`src/rtl/mc_ctrl.sv`:
```
// Multi-cycle MIPS control unit: FETCH/DECODE/EXEC/MEM/WB sequencer, datapath
// steering decode, retired-instruction counter and sticky illegal-opcode flag.
module mc_ctrl (
    input  logic        clk,
    input  logic        reset,
    input  logic [31:0] instr,
    output logic        IRWr,
    output logic        PCWr,
    output logic [1:0]  Br,
    output logic [1:0]  RegIn,
    output logic        RegWr,
    output logic [1:0]  EXTOp,
    output logic        ALUsrc,
    output logic [2:0]  ALUOp,
    output logic        MemWr,
    output logic [1:0]  ToReg,
    output logic [2:0]  state,
    output logic [31:0] icount,
    output logic        illegal
);

    typedef enum logic [2:0] {
        S_FETCH  = 3'd0,
        S_DECODE = 3'd1,
        S_EXEC   = 3'd2,
        S_MEM    = 3'd3,
        S_WB     = 3'd4
    } state_t;

    state_t      st_q, st_d;
    logic [31:0] icount_q;
    logic        illegal_q;
    logic        irwr_c, pcwr_c, regwr_c, memwr_c;

    logic [5:0] op, fn;
    logic       is_r, is_addu, is_subu, is_jr, is_nop;
    logic       is_ori, is_lui, is_lw, is_sw, is_beq, is_j, is_jal, is_ill;
    logic       active;
    logic       unused_bits;

    assign op          = instr[31:26];
    assign fn          = instr[5:0];
    assign unused_bits = ^instr[25:6];

    assign is_r    = (op == 6'b000000);
    assign is_addu = is_r && (fn == 6'b100001);
    assign is_subu = is_r && (fn == 6'b100011);
    assign is_jr   = is_r && (fn == 6'b001000);
    assign is_nop  = is_r && (fn == 6'b000000);
    assign is_ori  = (op == 6'b001101);
    assign is_lui  = (op == 6'b001111);
    assign is_lw   = (op == 6'b100011);
    assign is_sw   = (op == 6'b101011);
    assign is_beq  = (op == 6'b000100);
    assign is_j    = (op == 6'b000010);
    assign is_jal  = (op == 6'b000011);
    assign is_ill  = !(is_addu || is_subu || is_jr || is_nop || is_ori || is_lui ||
                       is_lw || is_sw || is_beq || is_j || is_jal);

    always_comb begin
        st_d    = S_FETCH;
        irwr_c  = 1'b0;
        pcwr_c  = 1'b0;
        regwr_c = 1'b0;
        memwr_c = 1'b0;
        case (st_q)
            S_FETCH: begin
                st_d   = S_DECODE;
                irwr_c = 1'b1;
            end
            S_DECODE: begin
                // Unsupported encodings retire here exactly like a nop.
                if (is_j || is_jr || is_nop || is_ill) begin
                    st_d   = S_FETCH;
                    pcwr_c = 1'b1;
                end else if (is_jal) begin
                    st_d = S_WB;
                end else begin
                    st_d = S_EXEC;
                end
            end
            S_EXEC: begin
                if (is_beq) begin
                    st_d   = S_FETCH;
                    pcwr_c = 1'b1;
                end else if (is_lw || is_sw) begin
                    st_d = S_MEM;
                end else begin
                    st_d = S_WB;
                end
            end
            S_MEM: begin
                if (is_sw) begin
                    st_d    = S_FETCH;
                    pcwr_c  = 1'b1;
                    memwr_c = 1'b1;
                end else begin
                    st_d = S_WB;
                end
            end
            S_WB: begin
                st_d    = S_FETCH;
                pcwr_c  = 1'b1;
                regwr_c = 1'b1;
            end
            default: st_d = S_FETCH;
        endcase
    end

    always_ff @(posedge clk or negedge reset) begin
        if (!reset) begin
            st_q      <= S_FETCH;
            icount_q  <= 32'd0;
            illegal_q <= 1'b0;
        end else begin
            st_q <= st_d;
            if (pcwr_c)
                icount_q <= icount_q + 32'd1;
            if (st_q == S_DECODE && is_ill)
                illegal_q <= 1'b1;
        end
    end

    // Strobes are gated by reset so nothing fires while the clear is held.
    assign IRWr  = irwr_c  & reset;
    assign PCWr  = pcwr_c  & reset;
    assign RegWr = regwr_c & reset;
    assign MemWr = memwr_c & reset;

    // Steering is decoded from instr in every state except FETCH.
    assign active = (st_q != S_FETCH);
    assign Br     = !active ? 2'b00 :
                    is_beq  ? 2'b01 :
                    (is_j || is_jal) ? 2'b10 :
                    is_jr   ? 2'b11 : 2'b00;
    assign RegIn  = !active ? 2'b00 :
                    (is_addu || is_subu) ? 2'b01 :
                    is_jal  ? 2'b10 : 2'b00;
    assign EXTOp  = !active ? 2'b00 :
                    (is_lw || is_sw) ? 2'b01 :
                    is_lui  ? 2'b10 : 2'b00;
    assign ALUsrc = active && (is_ori || is_lui || is_lw || is_sw);
    assign ALUOp  = !active ? 3'b000 :
                    (is_subu || is_beq) ? 3'b001 :
                    is_ori  ? 3'b010 : 3'b000;
    assign ToReg  = !active ? 2'b00 :
                    is_lw   ? 2'b01 :
                    is_jal  ? 2'b10 : 2'b00;

    assign state   = st_q;
    assign icount  = icount_q;
    assign illegal = illegal_q;

endmodule

```
`config.mk`:
```
export PLATFORM = sky130hd
export DESIGN_NAME = mc_ctrl
export DESIGN_NICKNAME = d
export VERILOG_FILES = /design/src/rtl/mc_ctrl.sv
export SDC_FILE = /design/constraint.sdc
export NUM_CORES = 1
export LEC_CHECK = 0
export BUFFER_PORTS_ARGS = -buffer_cell sky130_fd_sc_hd__clkbuf_2
export CAP_MARGIN = 20
export CORE_MARGIN = 5
export CORE_UTILIZATION = 35
export CTS_BUF_LIST = sky130_fd_sc_hd__clkbuf_4 sky130_fd_sc_hd__clkbuf_8 sky130_fd_sc_hd__clkbuf_16
export CTS_CLUSTER_SIZE = 8
export DETAILED_ROUTE_END_ITERATION = 8
export HOLD_SLACK_MARGIN = 0.05
export PLACE_DENSITY_LB_ADDON = 0.08
export SYNTH_ARGS = -nofsm -noshare
export SYNTH_HDL_FRONTEND = slang
export SYNTH_SLANG_ARGS = --single-unit
export TNS_END_PERCENT = 5
```
`constraint.sdc`:
```
create_clock -name clk -period 2.45 [get_ports clk]
set_input_delay 0.49 -clock clk [delete_from_list [all_inputs] [get_ports clk]]
set_output_delay 0.49 -clock clk [all_outputs]
set_load 0.01 [all_outputs]
```
==> qor.yml <==
cts_sinks: 36
rows: 29
finalCritPeriodShare_pct: 96.98
final_nets: 344
path_buf_inv: 2
synth-compound-area-share_pct: 14.96
grt_pass1_vias: 2082
die_y_um: 90.46
tns_ns: 0
die-area_mm2: 0.008183
min_from: "illegal$_DFFE_PN0P_"
min_period_ns: 2.376
routed_wl_um: 6191
cts_hold_buf: 1
vdd_drop_max_mv: 0.2798
crit_family: "simple AND/OR/NAND/NOR gates"
fin_util_pct: 45.09
cts_buffer_depth: 2
cp.required_ns: 1.96
cp_cell_sequence: "clkbuf_2 -> or4b_1 -> and3_4 -> o221ai_4 -> nand3_2 -> and2_1 -> clkbuf_2"
track_usage_pct: 14.98
clock_latency_ns: 0.29
area_delta_synth_final_pct: 25.62
synth_mux_area_share_pct: 0.6626
cp.arrival_ns: 1.89
hold_class: "flip-flop to flip-flop"
synth_edf_count: 0
grt_max_degree: 34
dpl.hpwl_um: 4403
synth_top_family_by_area: "simple AND/OR/NAND/NOR gates"
critPathLaunch: "instr[28]"
crit_top_cell: "clkbuf_2"
finalWorstSetupSlack_ns: 0.07406
start_kind: "input port"
yosysWarnings: 0
async_flop_share_pct: 100.0
fp.dieW_um: 90.46
io_buffer_count: 64
p_leak_nw: 1.402
ys_ff_latch: 36
rsz0062_at_grt: "false"
htreeDepth: 2
finalClockSkew_ns: 0.007000
post_cts_resized: 0
coreArea_mm2: 0.006314
max_cap_viol_count: 0
synth-adder-area-share_pct: 0.5522
grt_pass1_wl_um: 10360
post-place-ws_ns: 0.06304
drive_gt1_share_pct: 31.29
via_count: 2111
cp-end-kind: "output port"
synthXorXnorAreaFrac_pct: 11.98
synth_area_mm2: 0.002266
syn-instance-count: 237
start_util_pct: 35.89
drt-vias-per-instance: 5.455
ios: 86
setup_violations: 0
drtIter0Drc: 60
drc_errors: 0
clk_pin_slew_worst_paths_ns: 0.08
syn_nets: 272
synthFlopType: "dfrtp_1"
synth-simple-area-share_pct: 26.95
drtPass1Iterations: 4
post-cts-setup-buffers: 0
drv_slew: 0
r2r-start: "state[0]$_DFF_PN0_"
criticalPathCategory: "input port to output port"
antenna_found_initial: 0
ys_seq_area_share_pct: 39.76
status: "finished, final reports clean"
crit_path_max_fanout: 2
cts-root-buf: "clkbuf_8"
cts_made_buffers: 5
cts_tree: "done"
hold_viol_final: 0
worst_path_max_delay_cell: "or4b_1"
n_antenna_cell: 0
synth_cell_type_count: 48
grt_overflow: 0
gp_congestion: 0.7803
avgSynthCellArea_um2: 9.561
wl_per_cell_um: 16.00
p_per_area_mw_per_mm2: 697.5
max_freq_mhz: 420.9
final_antenna_net_count: 0
fillers: 670
hold_slack_ns: 0.4642
cp_slowest_stage_delay_ns: 0.52
==> through the flow <==
stage | cells | power [mW] | area (um^2)
CTS | 387 | 2.004 | 2846
finish | 387 | 1.985 | 2846
global route | 387 | 2.092 | 2846
floorplan | 237 | 1.208 | 2266
detailed placement | 378 | 1.421 | 2710
global placement | 378 | 1.414 | 2710
==> cell families after synthesis <==
kind of cell | count (synthesis)
buf+inv | 19
simple gates | 105
compound gates | 43
flops | 36
fa+ha+maj | 1
other cells | 1
mux | 1
xor+xnor | 31
==> placed cells by master, fill, tap and decap left out, types with 2 or more instances in the layout <==
master	count
and3_1	7
nand2_1	15
nor3_2	2
dfrtp_1	36
nor2_1	15
a311oi_1	15
inv_1	5
nand2b_1	2
or3_1	2
xor2_1	28
nand3_1	14
or4_1	2
buf_4	13
nand4_1	14
clkbuf_2	64
and4_1	3
nor4b_1	2
a31oi_1	17
and2_1	7
nand4b_1	2
nor3_1	9
clkbuf_8	7
xnor2_1	3
==> routing by layer <==
layer  vias to the layer above  global-route usage, %  part of all wire [%]
li1                       1040                      -                     -
met1                      1007                  19.51                    46
met2                        57                  24.15                    48
met3                         7                  3.667                   5.3
met4                         0                  5.087                   1.4
met5                         -                      0                     0
==> Yosys cell counts, types with 2 or more instances <==
cell type | n | area share [%]
xnor2_1 | 3 | 1.2
dfrtp_1 | 36 | 40
nor4b_1 | 2 | 0.77
clkbuf_1 | 3 | 0.50
nand2_1 | 15 | 2.5
nor3_1 | 9 | 2.0
or3_1 | 2 | 0.55
nor2_1 | 15 | 2.5
nand4b_1 | 2 | 0.77
a311oi_1 | 15 | 5.8
buf_6 | 4 | 2.0
or4_1 | 2 | 0.66
xor2_1 | 28 | 11
inv_1 | 5 | 0.83
nand2b_1 | 2 | 0.55
buf_2 | 3 | 0.66
nand4_1 | 14 | 3.9
and2_1 | 7 | 1.9
a31oi_1 | 17 | 4.7
and3_1 | 7 | 1.9
buf_4 | 2 | 0.66
nand3_1 | 14 | 3.1
nor3_2 | 2 | 0.88
and4_1 | 3 | 1.2
buf_1 | 2 | 0.33
==> sequential cells by signal, summed over array words and instances (netlist names) <==
| name | flops |
|---|---|
| illegal | 1 |
| state | 3 |
| icount | 32 |
==> area by class of cell <==
type / count / area [um^2] / area share (%)
repair buffers: 79 / 447.9 / 15.74
multi-input cells: 182 / 1256 / 44.13
well taps: 77 / 96.34 / 3.385
clock buffers: 7 / 96.34 / 3.385
clock inverters: 1 / 30.03 / 1.055
flip-flops and latches: 36 / 900.9 / 31.65
inverters: 5 / 18.77 / 0.6593
==> report_power, final <==
| part | switching, mW | total, mW | internal (mW) | leakage (nW) |
|---|---|---|---|---|
| Clock | 0.221 | 0.581 | 0.359 | 0.0645 |
| Combinational | 0.381 | 0.618 | 0.236 | 0.870 |
| Sequential | 0.127 | 0.787 | 0.661 | 0.467 |
==> path summary, 6_finish.rpt <==
| path | endpoint | slack [ns] | cells past startpoint |
|---|---|---|---|
| worst min-delay path | illegal$_DFFE_PN0P_ | 0.46 | 1 |
| max in group asynchronous | icount[16]$_DFFE_PN0P_ | 1.20 | 3 |
| worst max register to register | icount[31]$_DFFE_PN0P_ | 0.47 | 6 |
| worst max-delay path | PCWr | 0.07 | 7 |
| min in group asynchronous | state[0]$_DFF_PN0_ | 0.59 | 2 |
| worst min register to register | illegal$_DFFE_PN0P_ | 0.46 | 1 |
Power figures use the tool's default switching activity.
